File: config.mk
export PLATFORM = sky130hd
export DESIGN_NAME = reg_write_arbiter
export DESIGN_NICKNAME = d
export VERILOG_FILES = /design/src/rtl/reg_arb_pkg.sv /design/src/rtl/rr_pick.sv /design/src/rtl/reg_write_arbiter.sv
export SDC_FILE = /design/constraint.sdc
export NUM_CORES = 1
export LEC_CHECK = 0
export ABC_CLOCK_PERIOD_IN_PS = 2800
export CAP_MARGIN = 25
export CORE_ASPECT_RATIO = 0.75
export CORE_MARGIN = 10
export CORE_UTILIZATION = 47
export CTS_CLUSTER_DIAMETER = 50
export DETAILED_ROUTE_END_ITERATION = 12
export PLACE_DENSITY = 0.83
export SLEW_MARGIN = 20
export SYNTH_ARGS = -nofsm -noshare
export SYNTH_HDL_FRONTEND = slang
export SYNTH_HIERARCHICAL = 1
export SYNTH_SLANG_ARGS = --single-unit
File: constraint.sdc
create_clock -name clock -period 2.8 [get_ports clock]
set_clock_uncertainty 0.05 [all_clocks]
set_input_delay 0.84 -clock clock [delete_from_list [all_inputs] [get_ports clock]]
set_output_delay 0.84 -clock clock [all_outputs]
set_load 0.01 [all_outputs]
File: src/rtl/reg_arb_pkg.sv
// Shared types, default parameters and helpers for reg_write_arbiter.
// ARB_FIXED_PRIO_EN (see rr_pick) selects fixed-priority instead of round-robin arbitration.
package reg_arb_pkg;

  localparam int unsigned NREQ_DEF  = 4;
  localparam int unsigned WIDTH_DEF = 8;
  localparam int unsigned CNT_W_DEF = 16;
  localparam int unsigned NREQ_MAX  = 16;
  localparam int unsigned IDX_MAX_W = 4;

  typedef enum logic {
    IDLE  = 1'b0,
    WRITE = 1'b1
  } state_e;

  // One-hot vector at the widest supported requester count; callers truncate.
  function automatic logic [NREQ_MAX-1:0] onehot(input logic [IDX_MAX_W-1:0] idx);
    logic [NREQ_MAX-1:0] v;
    v      = '0;
    v[idx] = 1'b1;
    return v;
  endfunction

endpackage

File: src/rtl/rr_pick.sv
// Combinational winner selection for reg_write_arbiter.
// Round-robin from ptr by default; ARB_FIXED_PRIO_EN selects lowest-index-wins and drops ptr.
module rr_pick
  import reg_arb_pkg::*;
#(
  parameter  int unsigned NREQ  = NREQ_DEF,
  localparam int unsigned IDX_W = $clog2(NREQ)
) (
  input  logic [NREQ-1:0]  req,
`ifndef ARB_FIXED_PRIO_EN
  input  logic [IDX_W-1:0] ptr,
`endif
  output logic [IDX_W-1:0] win_idx_c,
  output logic             any_req_c
);

`ifdef ARB_FIXED_PRIO_EN

  // First set bit from index 0 upward.
  always_comb begin
    win_idx_c = '0;
    any_req_c = 1'b0;
    for (int unsigned k = 0; k < NREQ; k++) begin
      if (!any_req_c && req[IDX_W'(k)]) begin
        any_req_c = 1'b1;
        win_idx_c = IDX_W'(k);
      end
    end
  end

`else

  int unsigned cand;

  // First set bit at or after ptr, wrapping at NREQ-1; ptr is always below NREQ.
  always_comb begin
    win_idx_c = '0;
    any_req_c = 1'b0;
    cand      = 0;
    for (int unsigned k = 0; k < NREQ; k++) begin
      cand = 32'(ptr) + k;
      if (cand >= NREQ) begin
        cand = cand - NREQ;
      end
      if (!any_req_c && req[IDX_W'(cand)]) begin
        any_req_c = 1'b1;
        win_idx_c = IDX_W'(cand);
      end
    end
  end

`endif

endmodule

File: src/rtl/reg_write_arbiter.sv
// Single write path into a shared WIDTH-bit register for NREQ requesters.
// Grant one requester per IDLE->WRITE pass; commit its data, owner tag and write count on the next edge.
module reg_write_arbiter
  import reg_arb_pkg::*;
#(
  parameter  int unsigned NREQ  = NREQ_DEF,
  parameter  int unsigned WIDTH = WIDTH_DEF,
  parameter  int unsigned CNT_W = CNT_W_DEF,
  localparam int unsigned IDX_W = $clog2(NREQ)
) (
  input  logic                  clock,
  input  logic                  reset_n,
  input  logic [NREQ-1:0]       req,
  input  logic [NREQ*WIDTH-1:0] wdata,
  output logic [NREQ-1:0]       gnt,
  output logic [WIDTH-1:0]      q,
  output logic [IDX_W-1:0]      q_owner,
  output logic                  q_valid,
  output logic [CNT_W-1:0]      wcount,
  output logic                  busy
);

  state_e           state_q;
  state_e           state_d;
  logic [IDX_W-1:0] win_idx_q;
  logic [IDX_W-1:0] win_idx_d;
  logic [NREQ-1:0]  gnt_d;
  logic [WIDTH-1:0] q_d;
  logic [IDX_W-1:0] q_owner_d;
  logic             q_valid_d;
  logic [CNT_W-1:0] wcount_d;
  logic             busy_d;

  logic [IDX_W-1:0] win_idx_c;
  logic             any_req_c;

  logic [WIDTH-1:0] wdata_a [NREQ];

  for (genvar i = 0; i < NREQ; i++) begin : g_unpack
    assign wdata_a[i] = wdata[i*WIDTH +: WIDTH];
  end

`ifndef ARB_FIXED_PRIO_EN
  logic [IDX_W-1:0] ptr_q;
  logic [IDX_W-1:0] ptr_d;
`endif

  rr_pick #(
    .NREQ (NREQ)
  ) u_pick (
    .req       (req),
`ifndef ARB_FIXED_PRIO_EN
    .ptr       (ptr_q),
`endif
    .win_idx_c (win_idx_c),
    .any_req_c (any_req_c)
  );

  // Next-state and next-output logic; gnt defaults low so it never spans two cycles.
  always_comb begin
    state_d   = state_q;
    win_idx_d = win_idx_q;
    gnt_d     = '0;
    q_d       = q;
    q_owner_d = q_owner;
    q_valid_d = q_valid;
    wcount_d  = wcount;
`ifndef ARB_FIXED_PRIO_EN
    ptr_d     = ptr_q;
`endif
    case (state_q)
      IDLE: begin
        if (any_req_c) begin
          state_d   = WRITE;
          win_idx_d = win_idx_c;
          gnt_d     = NREQ'(onehot(IDX_MAX_W'(win_idx_c)));
        end
      end
      WRITE: begin
        state_d = IDLE;
        // A winner that dropped req during its grant cycle aborts with no side effects.
        if (req[win_idx_q]) begin
          q_d       = wdata_a[win_idx_q];
          q_owner_d = win_idx_q;
          q_valid_d = 1'b1;
          wcount_d  = wcount + CNT_W'(1);
`ifndef ARB_FIXED_PRIO_EN
          ptr_d     = (32'(win_idx_q) == NREQ - 1) ? '0 : win_idx_q + IDX_W'(1);
`endif
        end
      end
      default: begin
        state_d = IDLE;
      end
    endcase
    busy_d = (state_d == WRITE);
  end

  always_ff @(posedge clock or negedge reset_n) begin
    if (!reset_n) begin
      state_q   <= IDLE;
      win_idx_q <= '0;
      gnt       <= '0;
      q         <= '0;
      q_owner   <= '0;
      q_valid   <= 1'b0;
      wcount    <= '0;
      busy      <= 1'b0;
    end else begin
      state_q   <= state_d;
      win_idx_q <= win_idx_d;
      gnt       <= gnt_d;
      q         <= q_d;
      q_owner   <= q_owner_d;
      q_valid   <= q_valid_d;
      wcount    <= wcount_d;
      busy      <= busy_d;
    end
  end

`ifndef ARB_FIXED_PRIO_EN
  always_ff @(posedge clock or negedge reset_n) begin
    if (!reset_n) begin
      ptr_q <= '0;
    end else begin
      ptr_q <= ptr_d;
    end
  end
`endif

  // Grant is one-hot or idle, and always a single-cycle pulse.
  a_gnt_onehot0: assert property (@(posedge clock) disable iff (!reset_n) $onehot0(gnt));
  a_gnt_pulse:   assert property (@(posedge clock) disable iff (!reset_n) (gnt != '0) |=> (gnt == '0));
  a_busy_state:  assert property (@(posedge clock) disable iff (!reset_n) busy == (state_q == WRITE));

endmodule

* Yosys cells after proc, flatten, opt, wreduce, memory -nomap -nowiden
Index checks and enable logic that the tools add are counted.
Word-level totals: word-level logic and storage cells 73, input bits 38, bits in registers 36, output and inout port bits 32
Operators by class: $lt $le $gt $ge 12, add/subtract/negate cells 9, multiplexer cells 32, reduce and logical (&&, ||, !) cells 9, eq/ne operators 1, bitwise logic cells 2
Operators with widths (count):
- 2-to-1 mux 2 bit | 9
- adder 16 x 1 -> 16 bit (second input constant) | 1
- binary-select mux 8 bit (select 2 bit) | 1
- 2-to-1 mux 8 bit | 2
- less-than comparator 2 x 3 -> 1 bit (second input constant) | 5
- >= comparator 3 bit (second input constant) | 4
- 2-to-1 mux 1 bit | 11
- binary-select mux 1 bit (select 2 bit) | 5
- 2-to-1 mux 4 bit | 2
- subtractor 2 x 1 -> 2 bit (second input constant) | 4
- adder 2 x 2 -> 3 bit (second input constant) | 2
- less-than comparator 2 x 5 -> 1 bit (second input constant) | 1
- logical AND 1 bit | 4
- AND reduction 2 bit | 2
- adder 2 x 1 -> 3 bit (second input constant) | 1
- >= comparator 2 x 3 -> 1 bit (second input constant) | 1
- logical NOT 1 bit | 3
- inverter 2 -> 3 bit | 1
- adder 2 x 1 -> 2 bit (second input constant) | 1
- demux 1 bit (select 2 bit) | 1
- equality test 2 bit (second input constant) | 1
- >= comparator 2 x 1 -> 1 bit (second input constant) | 1
- one-hot mux 1 bit (2 select lines) | 1
- inverter 1 bit | 1

* Depth between registers and ports, before layout
depth after elaboration 20, depth in mapped cells 6, gate-level depth less buffers 6

* Modules after synthesis
The synthesis kept the hierarchy.
Modules (own cells, without submodules):
- reg_write_arbiter | times used 1, seq. area each 900.9 um^2, cells each 126, area each 1701.6 um^2
- rr_pick | times used 1, seq. area each 0.0 um^2, cells each 15, area each 77.6 um^2

* Worst setup path after synthesis
No wires, ideal clock.
path type input -> register, from input port req[2], to register q_valid, arrival time 1696 ps, data required time 2626 ps, stages 5, setup slack 930 ps, path buffers 2, cells stage by stage mux2_2 -> o2bb2ai_2 -> buf_6 -> buf_6 -> or2_1
On the way: cells in the longest elaborated chain, start to end 3
RTL lines:
- start: declaration | RTL line reg_write_arbiter.sv:13 | input logic [NREQ-1:0] req,
- binary-select mux 1 bit (select 2 bit) | RTL line reg_write_arbiter.sv:82 | if (req[win_idx_q]) begin
- 2-to-1 mux 1 bit (implied by the code) | RTL line reg_write_arbiter.sv:82
- AND reduction 2 bit (no line)
- end signal: assignment | RTL line reg_write_arbiter.sv:115 | q_valid <= q_valid_d;
- end: declaration | RTL line reg_write_arbiter.sv:18 | output logic q_valid,
Every way passes these cells. The select of a mux whose other input is x is not followed. A chain may end at the register's enable or synchronous reset.

* Worst setup path in the final report
from input port req[1], to register gnt[1]
On the way: cells in the longest elaborated chain, start to end 18
RTL lines:
- binary-select mux 1 bit (select 2 bit) | RTL line rr_pick.sv:45 | if (!any_req_c && req[IDX_W'(cand)]) begin
- 2-to-1 mux 1 bit (implied by the code) | RTL line rr_pick.sv:45
- 2-to-1 mux 1 bit | RTL line rr_pick.sv:45
- logical NOT 1 bit | RTL line rr_pick.sv:45
- logical AND 1 bit | RTL line rr_pick.sv:45
- 2-to-1 mux 1 bit | RTL line rr_pick.sv:45
- logical NOT 1 bit | RTL line rr_pick.sv:45
- logical AND 1 bit | RTL line rr_pick.sv:45
- (+4 left out)
- via win_idx_c[0] | RTL line reg_write_arbiter.sv:34 | logic [IDX_W-1:0] win_idx_c;
- less-than comparator 2 x 5 -> 1 bit (implied by the code) or >= comparator 2 x 1 -> 1 bit (tied branches) | RTL line reg_arb_pkg.sv:20 | v[idx] = 1'b1;
- logical AND 1 bit (implied by the code) | RTL line reg_arb_pkg.sv:20
- 2-to-1 mux 1 bit (implied by the code) | RTL line reg_arb_pkg.sv:20
- demux 1 bit (select 2 bit) * | RTL line reg_arb_pkg.sv:20
- 2-to-1 mux 4 bit * | RTL line reg_write_arbiter.sv:73 | if (any_req_c) begin
- 2-to-1 mux 4 bit * | RTL line reg_write_arbiter.sv:71 | case (state_q)
- via gnt_d[1] | RTL line reg_write_arbiter.sv:27 | logic [NREQ-1:0] gnt_d;
- end signal: assignment | RTL line reg_write_arbiter.sv:112 | gnt <= gnt_d;
- end: declaration | RTL line reg_write_arbiter.sv:15 | output logic [NREQ-1:0] gnt,
Mark *: on every way through the listed nets, which the timed path passes. The rest lies on a longest branch. The select of a mux whose other input is x is not followed.

==> metrics <==
status complete, no violations; Slowest cell on crit path clkdlybuf4s50_1; largest net degree at the start of global routing 37; setup_tns 0 ps; DR WL/cell 17.0 um; P per Cell Area 879 nW/um2; clock network fraction of design power 0.214; H-tree Lvls 2; clk buf depth 2; crit path to gnt[1]; core region area 3660 um2; Sw Share 0.320; Worst R2R Setup Slack 900 ps; CTS sink cnt 36; synth top area cells dfrtp_1 51%, mux4_2 10%, mux2_2 7.6%, xnor2_1 6.9%, nand2_1 2.3%; worst IR drop on VDD between 0.5 and 0.6 mV; sequential share of the synthesized area 0.506; HP Start q_valid; CTS tree yes; Synth top area share 0.506; kind of critical path in2reg; area of the multi-input gates between 800 and 900 um2; arrival time worst endpoint approximately 2400 ps; antenna violations before repair 0; Post-synth EDFFs 0; final setup vio count 0; Most used DFF post-synth dfrtp_1; CP bufs+invs 2; #FFs+latches synth 36; first-pass GRT wire length between 7 and 8 mm; NetSw 742 uW; most common cell in the netlist dfrtp_1; synthesis-to-layout area growth 48.2%; Cell Rows 19; top cells by count, synth 36 x dfrtp_1, 14 x xnor2_1, 12 x mux2_2; PnR worst setup slack 586 ps; post-route cell area around 2600 um2; FF+latch area 901 um2; Setup Fix Bufs, Post-CTS 0; Num CTS Buffers 5; hold_buf cts 0; Worst Setup SP req[1]; vias per cell 5.23; highest clock rate 452 MHz; crit-path leading delay family compound AO/OA/AOI/OAI gates; via count 1387; clk slew on worst S/H paths 70 ps; Tcrit/Tclk final 0.791; vias in the first global route 1549; die height roughly 73 um; Total GRT Usage 0.140; cells along the critical path clkdlybuf4s50_1, inv_1, a221o_1, a21oi_1, nor3b_1; mapped cell area 1780 um2; Pins Over Slew Limit 0; DIE AREA approximately 6700 um2; sequential fraction of design power 0.379; ys async rst share 1.00; Nets 252; hpwl dp 3.51 mm; Leak 1.09 nW; CTS root buf clkbuf_8; Resize count post-CTS 0; post-route minimum period ~2200 ps; WL final 4.51 mm; worst-path maximum fanout 5; RR Startpoint win_idx_q[0]; DRT antenna net count 0; MaxCap Viol Count 0; fillcell total 251; Placed Area 2510 um2; Worst Path Required slightly below 3000 ps; measured slew at the worst slew-check pin 781 ps; mean post-synth cell area 12.6 um2; final hold vios 0; Int Power ~1.6 mW; RSZ-0062 raised after global routing no; CP max stage delay 540 ps; Die X around 91 um; CP Depth 5; RD Place Congestion around 0.80; Clk Latency, worst-skew pair ~290 ps; # DRC 0; share of cells above drive strength 1 0.169; Startpoint Class input pin; syn nets 181; post-synthesis cell type count 35; CP Capture Type register; Synth Warn # 6; Synth Instances 141; Worst R2R End q[5]; worst slack, placed 324 ps; Initial DRT Pass Iterations 4; Ports 70; r2r worst-path depth 4; logic gate share of total power 0.408; Min-Delay Path Class reg2reg; Initial DRC Count 57; max_slew headroom 0.479; initial core utilization 0.486; number of I/O port buffers 69; diodes inserted 0; GR Overflow Total 0; area leader, netlist dfrtp_1
==> kinds of logic (layout without fill, tap and decap cells) <==
kind of cell / Yosys count / in the layout / share of synthesized area
mux: 21 / 21 / 0.183
simple gates: 44 / 44 / 0.143
compound gates: 11 / 11 / 0.0450
xor+xnor: 15 / 15 / 0.0738
fa+ha+maj: 2 / 2 / 0.0141
flops: 36 / 36 / 0.506
buf+inv: 12 / 84 / 0.0352
==> how the worst min path moves through the flow <==
stage                          to  depth (start not counted)
after global routing      q_valid                          1
after CTS                 q_valid                          1
after global placement    q_valid                          1
after detailed placement  q_valid                          1
after floorplan           q_valid                          1
final                     q_valid                          1
==> placed cells by master, fill, tap and decap left out, types with 2 or more instances in the layout <==
| master | synthesis | layout |
|---|---|---|
| inv_1 | 5 | 5 |
| and3_1 | 5 | 5 |
| nand4_2 | 2 | 2 |
| nand3_1 | 7 | 7 |
| nand2b_1 | 2 | 2 |
| xnor2_1 | 14 | 14 |
| clkdlybuf4s50_1 | 0 | 68 |
| nand4_1 | 5 | 5 |
| nand2_1 | 11 | 11 |
| ha_1 | 2 | 2 |
| nor2_1 | 3 | 3 |
| mux2_2 | 12 | 12 |
| a21oi_1 | 4 | 4 |
| dfrtp_1 | 36 | 36 |
| and2_1 | 2 | 2 |
| o21ai_0 | 2 | 2 |
| clkbuf_8 | 0 | 7 |
| mux4_2 | 8 | 8 |
==> through the flow <==
stage | cells | utilization | total power [mW] | hold slack, ps
after floorplan | 141 | - | 1.39 | 454
after global placement | 257 | 0.686 | 1.80 | 403
after detailed placement | 257 | 0.686 | 1.84 | 413
after CTS | 265 | 0.720 | 2.34 | 429
after global routing | 265 | 0.720 | 2.46 | 452
final | 265 | 0.720 | 2.32 | 429
==> layer usage <==
layer	track usage	share of wire
met4	0.0468	0.013
met1	0.152	0.40
met5	0	0
met2	0.230	0.48
met3	0.0763	0.11
==> final cells by class <==
| cell class | count | area share |
|---|---|---|
| multi-input combinational | 93 | 0.309 |
| clock inverter | 1 | 0.0114 |
| tap | 52 | 0.0247 |
| timing repair buffer | 70 | 0.268 |
| clock buffer | 7 | 0.0365 |
| sequential | 36 | 0.342 |
| inverter | 6 | 0.00854 |
==> state kept, by name, indices dropped and copies added, names as in the netlist <==
name,flops
wcount,16
q_owner,2
win_idx_q,2
q,8
ptr_q,2
q_valid,1
state_q,1
gnt,4
==> power by group through the flow <==
stage / sequential, mW / clock, mW / combinational (mW)
2_1_floorplan: 0.867 / 0 / 0.525
3_3_place_gp: 0.879 / 0 / 0.921
3_5_place_dp: 0.887 / 0 / 0.953
4_1_cts: 0.883 / 0.501 / 0.960
5_1_grt: 0.914 / 0.517 / 1.03
6_report: 0.878 / 0.495 / 0.945
Note: power is estimated with default switching activity, not from simulation.
==> RTL edit, RTL diff (same flow settings) <==
Add a define of `ARB_FIXED_PRIO_EN`.
--- a/src/rtl/rr_pick.sv
+++ b/src/rtl/rr_pick.sv
@@ -1,4 +1,6 @@
 // Combinational winner selection for reg_write_arbiter.
 // Round-robin from ptr by default; ARB_FIXED_PRIO_EN selects lowest-index-wins and drops ptr.
+`define ARB_FIXED_PRIO_EN
+
 module rr_pick
   import reg_arb_pkg::*;
Formal check against the unedited RTL: not equivalent (Yosys sat finds a counterexample within 4 cycles, from zero or initial values and one cycle with reset_n low).
==> RTL edit against the unedited design <==
Final area decreased by 6.5%; sequential power decreased by 15%; sequential cell count decreased by 2; largest cell class unchanged; via count decreased by 6.3%; fmax decreased by 11%; total power decreased by 23%; register-to-register slack got worse by 250 ps; synthesized cell count decreased by 7.8%; worst setup slack got worse by 260 ps; area after synthesis decreased by 5.8%; routed wire length decreased by 4.6%; cell count decreased by 8.7%.
==> RTL edit: results (changes against the unedited design) <==
Port-buffer cells=69 (unchanged); Total GRT Usage=0.141 (was 0.140); crit share post-route=0.885 (was 0.791); cts bufs inserted=5 (unchanged); Async SR Flop Fraction=1.00 (unchanged); Yosys warnings=6 (unchanged); outcome=complete, no violations (unchanged); HP Class=flip-flop to flip-flop (unchanged); ratio of cells with drive above 1 in the final layout=0.144 (was 0.169); H-tree levels=2 (unchanged); Clock Latency Late Sink=280 ps; Mapped Cells=130 (was 141); met1 usage=0.171 (was 0.152); Synth area leaders=dfrtp_1 (51%), mux4_2 (11%), mux2_2 (6.7%) (was dfrtp_1 (51%), mux4_2 (10%), mux2_2 (7.6%)); Worst Path Max Fanout=26 (was 5); clock slew at reported path FFs=about 60 ps; GPL Wtd Cong=0.791 (was 0.802); CTS Buffer Depth=2 (unchanged); Synth Flop Type=dfrtp_1 (unchanged); GR met3 Demand/Resource=0.0701 (was 0.0763); P_leak=0.992 nW (was 1.09 nW); first-pass GRT wire length=7.04 mm (was 7.53 mm); largest net degree at the start of global routing=35 (was 37); Net Count, Synth=169 (was 181); First-pass DRT Iterations=5 (was 4); initial antenna violation count=0 (unchanged); Final Non-Filler Cells=242 (was 265); vias per inst=5.37 (was 5.23); synth unique cells=31 (was 35); top post-synthesis cells by count=dfrtp_1 (34), nand2_1 (11), nand3_1 (11), xnor2_1 (11), mux2_2 (10) (was dfrtp_1 (36), xnor2_1 (14), mux2_2 (12)); vias in the first global route=1375 (was 1549); drt initial violations=64 (was 57); routed length per instance=17.8 µm (was 17.0 µm); VDD IR max=0.395 mV (was 0.553 mV); post-placement cell area=2390 µm² (was 2510 µm²); Post-CTS Resized=0 (unchanged); Setup Fix Bufs, Post-CTS=0 (unchanged); CTS Root Cell=clkbuf_8 (unchanged); M2 GR Usage=0.220 (was 0.230); number of inserted diodes=0 (unchanged); top flop regs=wcount (16), q (8), gnt (4) (unchanged); worst slack at placement=20.6 ps (was 324 ps); Slew @ Worst Pin=625 ps (was 781 ps); hpwl dp=3.37 mm (was 3.51 mm); drc violations=0 (unchanged); sequential area share after synthesis=0.508 (was 0.506); Fillers=229 (was 251)
RTL edit: layer usage:
metal	vias up	share of wire
met3	5	0.097
met2	47	0.47
met5	-	0
met4	0	0.0088
met1	637	0.42
li1	610	-
RTL edit: worst paths after layout:
path / startpoint / endpoint / slack, ps / cells after the start
setup / recovery: req[1] / wcount[12]$_DFFE_PN0P_ / 320 / 5
hold / removal: q_valid$_DFFE_PN0P_ / q_valid$_DFFE_PN0P_ / 420 / 1
setup reg to reg: win_idx_q[1]$_DFFE_PN0P_ / wcount[12]$_DFFE_PN0P_ / 650 / 4
hold reg to reg: q_valid$_DFFE_PN0P_ / q_valid$_DFFE_PN0P_ / 420 / 1
max in group asynchronous: reset_n / q[5]$_DFFE_PN0P_ / 1470 / 2
min in group asynchronous: reset_n / q_valid$_DFFE_PN0P_ / 930 / 2
RTL edit: power breakdown:
part | total, mW | internal, mW | switching (mW) | leakage, nW
Clock | 0.329 | 0.171 | 0.158 | 0.0383
Combinational | 0.705 | 0.432 | 0.273 | 0.527
Sequential | 0.744 | 0.620 | 0.123 | 0.427
Total | 1.78 | 1.22 | 0.555 | 0.992
RTL edit: layout make-up:
cell class                 instances  area (µm²)  share of cell area
sequential                        34         851               0.345
multi-input combinational         89         783               0.318
timing repair buffer              70         698               0.283
clock buffer                       7        76.3              0.0309
tap                               40        50.0              0.0203
inverter                           2        7.51             0.00304
RTL edit: kinds of logic after synthesis:
family                   share of synthesized area
XOR/XNOR                                    0.0784
AND/OR/NAND/NOR                              0.165
flip-flops                                   0.508
AO/OA/AOI/OAI                               0.0269
multiplexers                                 0.190
adder cells (fa/ha/maj)                    0.00747
buffers and inverters                       0.0246
RTL edit: worst max-delay path: stages:
cell and delay [ps]:
clkdlybuf4s50_1 520, mux2i_1 150, o2bb2ai_4 580, nor4b_2 340, xor2_1 190
